`src/rtl/forward_stall_ctrl_if.sv`:
```
// Operand-forwarding and stall-control bundle between the ID-stage hazard detectors,
// the regfile and datapath sources, and forward_stall_ctrl.
interface forward_stall_ctrl_if #(
  parameter int unsigned XLEN = 32
) ();
  logic [3:0]      hazard_ex;
  logic            stall_ex;
  logic [3:0]      hazard_mem;
  logic [XLEN-1:0] rs1_data;
  logic [XLEN-1:0] rs2_data;
  logic [XLEN-1:0] ex_result;
  logic [XLEN-1:0] mem_result;
  logic            mem_ready;
  logic [XLEN-1:0] op1;
  logic [XLEN-1:0] op2;
  logic            pc_en;
  logic            ifid_en;
  logic            idex_bubble;
  logic            fwd_err;

  // Driver side: detectors, regfile and datapath.
  modport master (
    output hazard_ex, stall_ex, hazard_mem, rs1_data, rs2_data,
           ex_result, mem_result, mem_ready,
    input  op1, op2, pc_en, ifid_en, idex_bubble, fwd_err
  );

  // Controller side.
  modport slave (
    input  hazard_ex, stall_ex, hazard_mem, rs1_data, rs2_data,
           ex_result, mem_result, mem_ready,
    output op1, op2, pc_en, ifid_en, idex_bubble, fwd_err
  );
endinterface

```
`src/rtl/forward_stall_ctrl.sv`:
```
// ID-stage operand forwarding, load-use interlock with memory wait, and retiring-operand hold slot.
// Optional FWD_PERF_CNT_EN adds a saturating stall-cycle counter on the stall_cnt port.
module forward_stall_ctrl #(
  parameter int unsigned XLEN  = 32
`ifdef FWD_PERF_CNT_EN
  ,
  parameter int unsigned CNT_W = 16
`endif
) (
  input  logic               clk,
  input  logic               rst_n,
  forward_stall_ctrl_if.slave bus
`ifdef FWD_PERF_CNT_EN
  ,
  output logic [CNT_W-1:0]   stall_cnt
`endif
);

  localparam logic [2:0] CODE_NONE    = 3'd0;
  localparam logic [2:0] CODE_EX_RS1  = 3'd1;
  localparam logic [2:0] CODE_EX_RS2  = 3'd2;
  localparam logic [2:0] CODE_MEM_RS1 = 3'd3;
  localparam logic [2:0] CODE_MEM_RS2 = 3'd4;

  typedef enum logic {
    ST_RUN     = 1'b0,
    ST_LU_WAIT = 1'b1
  } state_e;

  state_e          state_q, state_d;
  logic            hold_vld_q, hold_vld_d;
  logic            hold_sel_q, hold_sel_d;   // 0: rs1, 1: rs2
  logic [XLEN-1:0] hold_data_q, hold_data_d;
  logic            fwd_err_q, fwd_err_d;

  logic            ex_vld, mem_vld;
  logic [2:0]      ex_code, mem_code;
  logic            ex_fwd_rs1, ex_fwd_rs2, mem_fwd_rs1, mem_fwd_rs2;
  logic            hold_rs1, hold_rs2;
  logic            ex_bad, mem_bad;
  logic            stall;

  assign ex_vld   = bus.hazard_ex[3];
  assign ex_code  = bus.hazard_ex[2:0];
  assign mem_vld  = bus.hazard_mem[3];
  assign mem_code = bus.hazard_mem[2:0];

  // Hazard decode; a load-use flag turns an EX hit into an interlock rather than a forward.
  always_comb begin
    ex_fwd_rs1  = ex_vld && (ex_code == CODE_EX_RS1) && !bus.stall_ex;
    ex_fwd_rs2  = ex_vld && (ex_code == CODE_EX_RS2) && !bus.stall_ex;
    mem_fwd_rs1 = mem_vld && (mem_code == CODE_MEM_RS1);
    mem_fwd_rs2 = mem_vld && (mem_code == CODE_MEM_RS2);
    hold_rs1    = (state_q == ST_LU_WAIT) && hold_vld_q && !hold_sel_q;
    hold_rs2    = (state_q == ST_LU_WAIT) && hold_vld_q &&  hold_sel_q;
    ex_bad      = ex_vld && ((ex_code == CODE_NONE) || (ex_code > CODE_MEM_RS2) ||
                  (((ex_code == CODE_MEM_RS1) || (ex_code == CODE_MEM_RS2)) && !bus.stall_ex));
    mem_bad     = mem_vld && ((mem_code == CODE_NONE) || (mem_code > CODE_MEM_RS2));
  end

  // Operand muxes: EX beats MEM beats hold slot beats regfile; forced to zero under reset.
  always_comb begin
    bus.op1 = '0;
    bus.op2 = '0;
    if (rst_n) begin
      if (ex_fwd_rs1)       bus.op1 = bus.ex_result;
      else if (mem_fwd_rs1) bus.op1 = bus.mem_result;
      else if (hold_rs1)    bus.op1 = hold_data_q;
      else                  bus.op1 = bus.rs1_data;

      if (ex_fwd_rs2)       bus.op2 = bus.ex_result;
      else if (mem_fwd_rs2) bus.op2 = bus.mem_result;
      else if (hold_rs2)    bus.op2 = hold_data_q;
      else                  bus.op2 = bus.rs2_data;
    end
  end

  // Interlock next-state and pipeline enables.
  always_comb begin
    state_d     = state_q;
    hold_vld_d  = hold_vld_q;
    hold_sel_d  = hold_sel_q;
    hold_data_d = hold_data_q;
    stall       = 1'b0;

    unique case (state_q)
      ST_RUN: begin
        if (bus.stall_ex) begin
          stall       = 1'b1;
          state_d     = ST_LU_WAIT;
          hold_vld_d  = mem_fwd_rs1 || mem_fwd_rs2;
          hold_sel_d  = mem_fwd_rs2;
          hold_data_d = bus.mem_result;
        end
      end
      ST_LU_WAIT: begin
        if (bus.mem_ready) begin
          state_d    = ST_RUN;
          hold_vld_d = 1'b0;
        end else begin
          stall = 1'b1;
        end
      end
      default: state_d = ST_RUN;
    endcase

    if (!rst_n) stall = 1'b1;

    bus.pc_en       = !stall;
    bus.ifid_en     = !stall;
    bus.idex_bubble = stall;
  end

  assign fwd_err_d   = fwd_err_q || ex_bad || mem_bad;
  assign bus.fwd_err = fwd_err_q;

  always_ff @(posedge clk or negedge rst_n) begin
    if (!rst_n) begin
      state_q     <= ST_RUN;
      hold_vld_q  <= 1'b0;
      hold_sel_q  <= 1'b0;
      hold_data_q <= '0;
      fwd_err_q   <= 1'b0;
    end else begin
      state_q     <= state_d;
      hold_vld_q  <= hold_vld_d;
      hold_sel_q  <= hold_sel_d;
      hold_data_q <= hold_data_d;
      fwd_err_q   <= fwd_err_d;
    end
  end

`ifdef FWD_PERF_CNT_EN
  logic [CNT_W-1:0] stall_cnt_q, stall_cnt_d;

  // Saturating count of bubble cycles.
  always_comb begin
    stall_cnt_d = stall_cnt_q;
    if (stall && (stall_cnt_q != {CNT_W{1'b1}})) stall_cnt_d = stall_cnt_q + CNT_W'(1);
  end

  always_ff @(posedge clk or negedge rst_n) begin
    if (!rst_n) stall_cnt_q <= '0;
    else        stall_cnt_q <= stall_cnt_d;
  end

  assign stall_cnt = stall_cnt_q;
`endif

endmodule
```
`src/flat_wrapper.sv`:
```
// flat-port wrapper written by rule: the top's interface ports become plain ports
module forward_stall_ctrl_flat 
#(
  parameter int unsigned XLEN  = 32

)
  (clk, rst_n, bus_hazard_ex, bus_stall_ex, bus_hazard_mem, bus_rs1_data, bus_rs2_data, bus_ex_result, bus_mem_result, bus_mem_ready, bus_op1, bus_op2, bus_pc_en, bus_ifid_en, bus_idex_bubble, bus_fwd_err);
  forward_stall_ctrl_if #(.XLEN(XLEN)) bus_i ();
  input  logic clk;
  input  logic rst_n;
  input wire logic [$bits(bus_i.hazard_ex)-1:0] bus_hazard_ex;
  input wire logic [$bits(bus_i.stall_ex)-1:0] bus_stall_ex;
  input wire logic [$bits(bus_i.hazard_mem)-1:0] bus_hazard_mem;
  input wire logic [$bits(bus_i.rs1_data)-1:0] bus_rs1_data;
  input wire logic [$bits(bus_i.rs2_data)-1:0] bus_rs2_data;
  input wire logic [$bits(bus_i.ex_result)-1:0] bus_ex_result;
  input wire logic [$bits(bus_i.mem_result)-1:0] bus_mem_result;
  input wire logic [$bits(bus_i.mem_ready)-1:0] bus_mem_ready;
  output wire logic [$bits(bus_i.op1)-1:0] bus_op1;
  output wire logic [$bits(bus_i.op2)-1:0] bus_op2;
  output wire logic [$bits(bus_i.pc_en)-1:0] bus_pc_en;
  output wire logic [$bits(bus_i.ifid_en)-1:0] bus_ifid_en;
  output wire logic [$bits(bus_i.idex_bubble)-1:0] bus_idex_bubble;
  output wire logic [$bits(bus_i.fwd_err)-1:0] bus_fwd_err;
  assign bus_i.hazard_ex = bus_hazard_ex;
  assign bus_i.stall_ex = bus_stall_ex;
  assign bus_i.hazard_mem = bus_hazard_mem;
  assign bus_i.rs1_data = bus_rs1_data;
  assign bus_i.rs2_data = bus_rs2_data;
  assign bus_i.ex_result = bus_ex_result;
  assign bus_i.mem_result = bus_mem_result;
  assign bus_i.mem_ready = bus_mem_ready;
  assign bus_op1 = bus_i.op1;
  assign bus_op2 = bus_i.op2;
  assign bus_pc_en = bus_i.pc_en;
  assign bus_ifid_en = bus_i.ifid_en;
  assign bus_idex_bubble = bus_i.idex_bubble;
  assign bus_fwd_err = bus_i.fwd_err;
  forward_stall_ctrl #(.XLEN(XLEN)) u_core (.clk(clk), .rst_n(rst_n), .bus(bus_i));
endmodule
```
`config.mk`:
```
export PLATFORM = sky130hd
export DESIGN_NAME = forward_stall_ctrl_flat
export DESIGN_NICKNAME = d
export VERILOG_FILES = /design/src/rtl/forward_stall_ctrl_if.sv /design/src/rtl/forward_stall_ctrl.sv /design/src/flat_wrapper.sv
export SDC_FILE = /design/constraint.sdc
export NUM_CORES = 1
export LEC_CHECK = 0
export ABC_AREA = 0
export CAP_MARGIN = 40
export CORE_ASPECT_RATIO = 1.5
export CORE_MARGIN = 3
export CORE_UTILIZATION = 40
export DETAILED_ROUTE_END_ITERATION = 10
export PLACE_DENSITY_LB_ADDON = 0.2
export SYNTH_ARGS = -nofsm -noshare
export SYNTH_HDL_FRONTEND = slang
export SYNTH_SLANG_ARGS = --single-unit
```
`constraint.sdc`:
```
create_clock -name clk -period 3.1 [get_ports clk]
set_input_delay 0.31 -clock clk [delete_from_list [all_inputs] [get_ports clk]]
set_output_delay 0.31 -clock clk [all_outputs]
set_load 0.01 [all_outputs]
```
==> metrics.md <==
| Metric | Value |
|---|---|
| DR WL/cell | 17.6 um |
| TritonCTS clock tree | done |
| Area Overhead vs Synth | 59.9% |
| Synth warnings | 0 |
| Die W | 84.5 um |
| Final Max Tran Viols | 0 |
| First-pass DRT Iterations | 5 |
| Worst R2R Setup Slack | 1390 ps |
| Distinct cells, synth | 30 |
| Clk root buf | clkbuf_16 |
| Critical Path End | bus_op2[28] |
| #FFs+latches synth | 36 |
| Most frequent cell after synthesis | nand2_1 |
| Syn Inst Count | 502 |
| Die area | 0.0104 sq mm |
| TritonCTS Buffers | 5 |
| ANT nets after route | 0 |
| Fin. Hold Viols | 0 |
| Grt met1 use | 0.304 |
| Element type at the critical path start | input port |
| Synth top area cells | dfrtp_1, nand2_1, mux2_2 |
| Share of the synthesized area in the top cell type | 0.244 |
| Worst setup margin | 136 ps |
| Top post-synthesis cells by count | nand2_1, nor2_1, dfrtp_1, a22o_1, mux2_2 |
| Max-Cap Viols | 0 |
| Unrepaired setup endpoints after global routing | no |
| Finished Layout Cells | 792 |
| Worst-Margin Slew | 585 ps |
| Post-layout net count | 822 |
| H-tree lvl count | 2 |
| Row Count | 42 |
| Clock buffer depth | 2 |
| Setup TNS | 0 ps |
| Post-layout minimum cycle time | 2960 ps |
| Register-to-Register Path Depth | 3 |
| P_leak | 0.00241 uW |
| WL final | 13.9 mm |
| Post-Syn Area | 0.00369 sq mm |
| Ant. Diodes | 0 |
| FFs w/ async S/R, synth | 1.00 |
| Critical path class | input port to primary output |
| Syn_nets | 643 |
| Worst hold path type | input port to asynchronous set/reset pin |
| Clk Latency, worst-skew pair | 270 ps |
| Fmax | 337 MHz |
| Met3 Track Usage GR | 0.0410 |
| Initial Util | 0.413 |
| Setup bufs post-CTS | 0 |
| Hold Buf Count CTS | 0 |
| Synth area leader | dfrtp_1 |
| Reg2reg end | u_core.hold_data_q[18]$_DFFE_PN0P_ |
| Outcome | complete, no violations |
| Crit. Startpoint | bus_stall_ex |
| Via count | 4432 |
| First-pass GRT wire length | 21.8 mm |
| Initial DRC count | 260 |
| Design Power | 1920 uW |
| WP data required | 2790 ps |
| Slew HR | 0.609 |
| Post-DP HPWL | 10.0 mm |
| Seq/Total Area, Yosys | 0.244 |
| EDFF count, synth | 0 |
| Max IR drop VDD | 0.200 mV |
| Ports | 208 |
| # DRC | 0 |
| Maximum fanout along the worst path | 32 |
| GPL Wtd Cong | 0.851 |
| Fillers | 769 |
| Synthesized area per cell | 7.36 sq um |
| Busiest grt layer | met2 |
| Period utilisation layout | 0.956 |
| Critical Path AT | 2650 ps |
| R2R Path Start | u_core.state_q$_DFF_PN0_ |
| Core box area | 0.00893 sq mm |
| Crit. End Element | primary output |
| I/O Buffers | 207 |
| Final Skew | 3.95 ps |
| Final Setup Violations | 0 |
| Vias in the first global route | 4361 |
| Clock Sinks | 36 |
| Pin count of the biggest net entering global routing | 67 |
| GR Util All Layers | 0.256 |
| GR Layer Usage met2 | 0.469 |
| Place WS | 171 ps |
| Share of cells above drive strength 1 | 0.0968 |
| Via/cell ratio | 5.60 |
| Main synth FF type | dfrtp_1 |
| Register clock-pin slew on the reported worst setup and hold paths | 50 ps |
| Resized Gates After CTS | 0 |
| Die Y | 124 um |
| Initial antenna violation count | 0 |
| P per Cell Area | 326 mW/mm^2 |
| Grt total ovfl | 0 |
| Inst Count DP | 784 |
[power by group]
part	internal, uW	switching, uW	total [uW]
sequential	584	88.8	673
clock	316	184	501
combinational	474	277	751
total	1370	550	1920
[how the worst min path moves through the flow]
stage	depth (start not counted)	slack, ps	from	endpoint
floorplan	0	10	rst_n	u_core.bus.fwd_err$_DFF_PN0_
global placement	2	380	rst_n	u_core.hold_data_q[1]$_DFFE_PN0P_
CTS	2	80	rst_n	u_core.hold_data_q[30]$_DFFE_PN0P_
detailed placement	2	380	rst_n	u_core.hold_data_q[1]$_DFFE_PN0P_
global route	2	100	rst_n	u_core.state_q$_DFF_PN0_
finish	2	80	rst_n	u_core.hold_data_q[30]$_DFFE_PN0P_
[through the flow]
| stage | hold WS, ps | instance area, sq um | util |
|---|---|---|---|
| 5_1_grt | 102 | 5910 | 0.661 |
| 2_1_floorplan | 14.4 | 3690 | - |
| 4_1_cts | 84.0 | 5910 | 0.661 |
| 3_5_place_dp | 379 | 5760 | 0.644 |
| 3_3_place_gp | 375 | 5760 | 0.644 |
| 6_report | 82.2 | 5910 | 0.661 |
[registers in the layout (all words and copies together), names as in the netlist]
register            flops
u_core.bus.fwd_err      1
u_core.state_q          1
u_core.hold_sel_q       1
u_core.hold_data_q     32
u_core.hold_vld_q       1
[critical path, stage by stage]
cell             delay, ps
clkdlybuf4s50_1        440
or3b_4                 430
nor3b_2                260
and2_4                 440
a22o_1                 220
clkdlybuf4s50_1        540
[logic make-up (layout without fill, tap and decap cells)]
| family | after synthesis | in the layout | synth area share |
|---|---|---|---|
| simple gates | 241 | 241 | 0.259 |
| buf+inv | 55 | 235 | 0.0945 |
| xor+xnor | 1 | 1 | 0.00237 |
| flops | 36 | 36 | 0.244 |
| fa+ha+maj | 1 | 1 | 0.00339 |
| mux | 35 | 35 | 0.106 |
| compound gates | 133 | 133 | 0.291 |
[layer usage]
layer,part of all wire,wire length [um]
met4,0.024,335
met2,0.52,7210
met1,0.39,5430
met5,0,0
met3,0.069,965
[placed cells by master, fill, tap and decap left out]
cell             count
a211o_1              1
a21boi_1            32
a21oi_1              1
a22o_1              33
a311o_1             32
a31oi_1             32
and2_4               1
and3_1               1
and3b_1              1
buf_12               4
buf_2                1
buf_4               13
clkbuf_16            5
clkbuf_8             1
clkdlybuf4s50_1    206
clkinv_2             2
dfrtp_1             36
ha_1                 1
inv_1                3
mux2_2              33
mux2i_1              2
nand2_1            163
nand2_2              1
nand3_1              1
nand3b_1             1
nand4b_1             1
nor2_1              66
nor2b_2              1
nor2b_4              1
nor3b_2              1
nor3b_4              1
o21ai_0              2
or3b_4               1
xnor2_1              1
[area by class of cell]
class / count / area, sq um / area share
Multi-Input combinational cell: 411 / 2460 / 0.417
Clock inverter: 2 / 10.0 / 0.00169
Clock buffer: 6 / 139 / 0.0235
Inverter: 3 / 11.3 / 0.00191
Timing Repair Buffer: 224 / 2240 / 0.380
Tap cell: 110 / 138 / 0.0233
Sequential cell: 36 / 901 / 0.153
No activity file was read; power rests on OpenSTA's default activity.
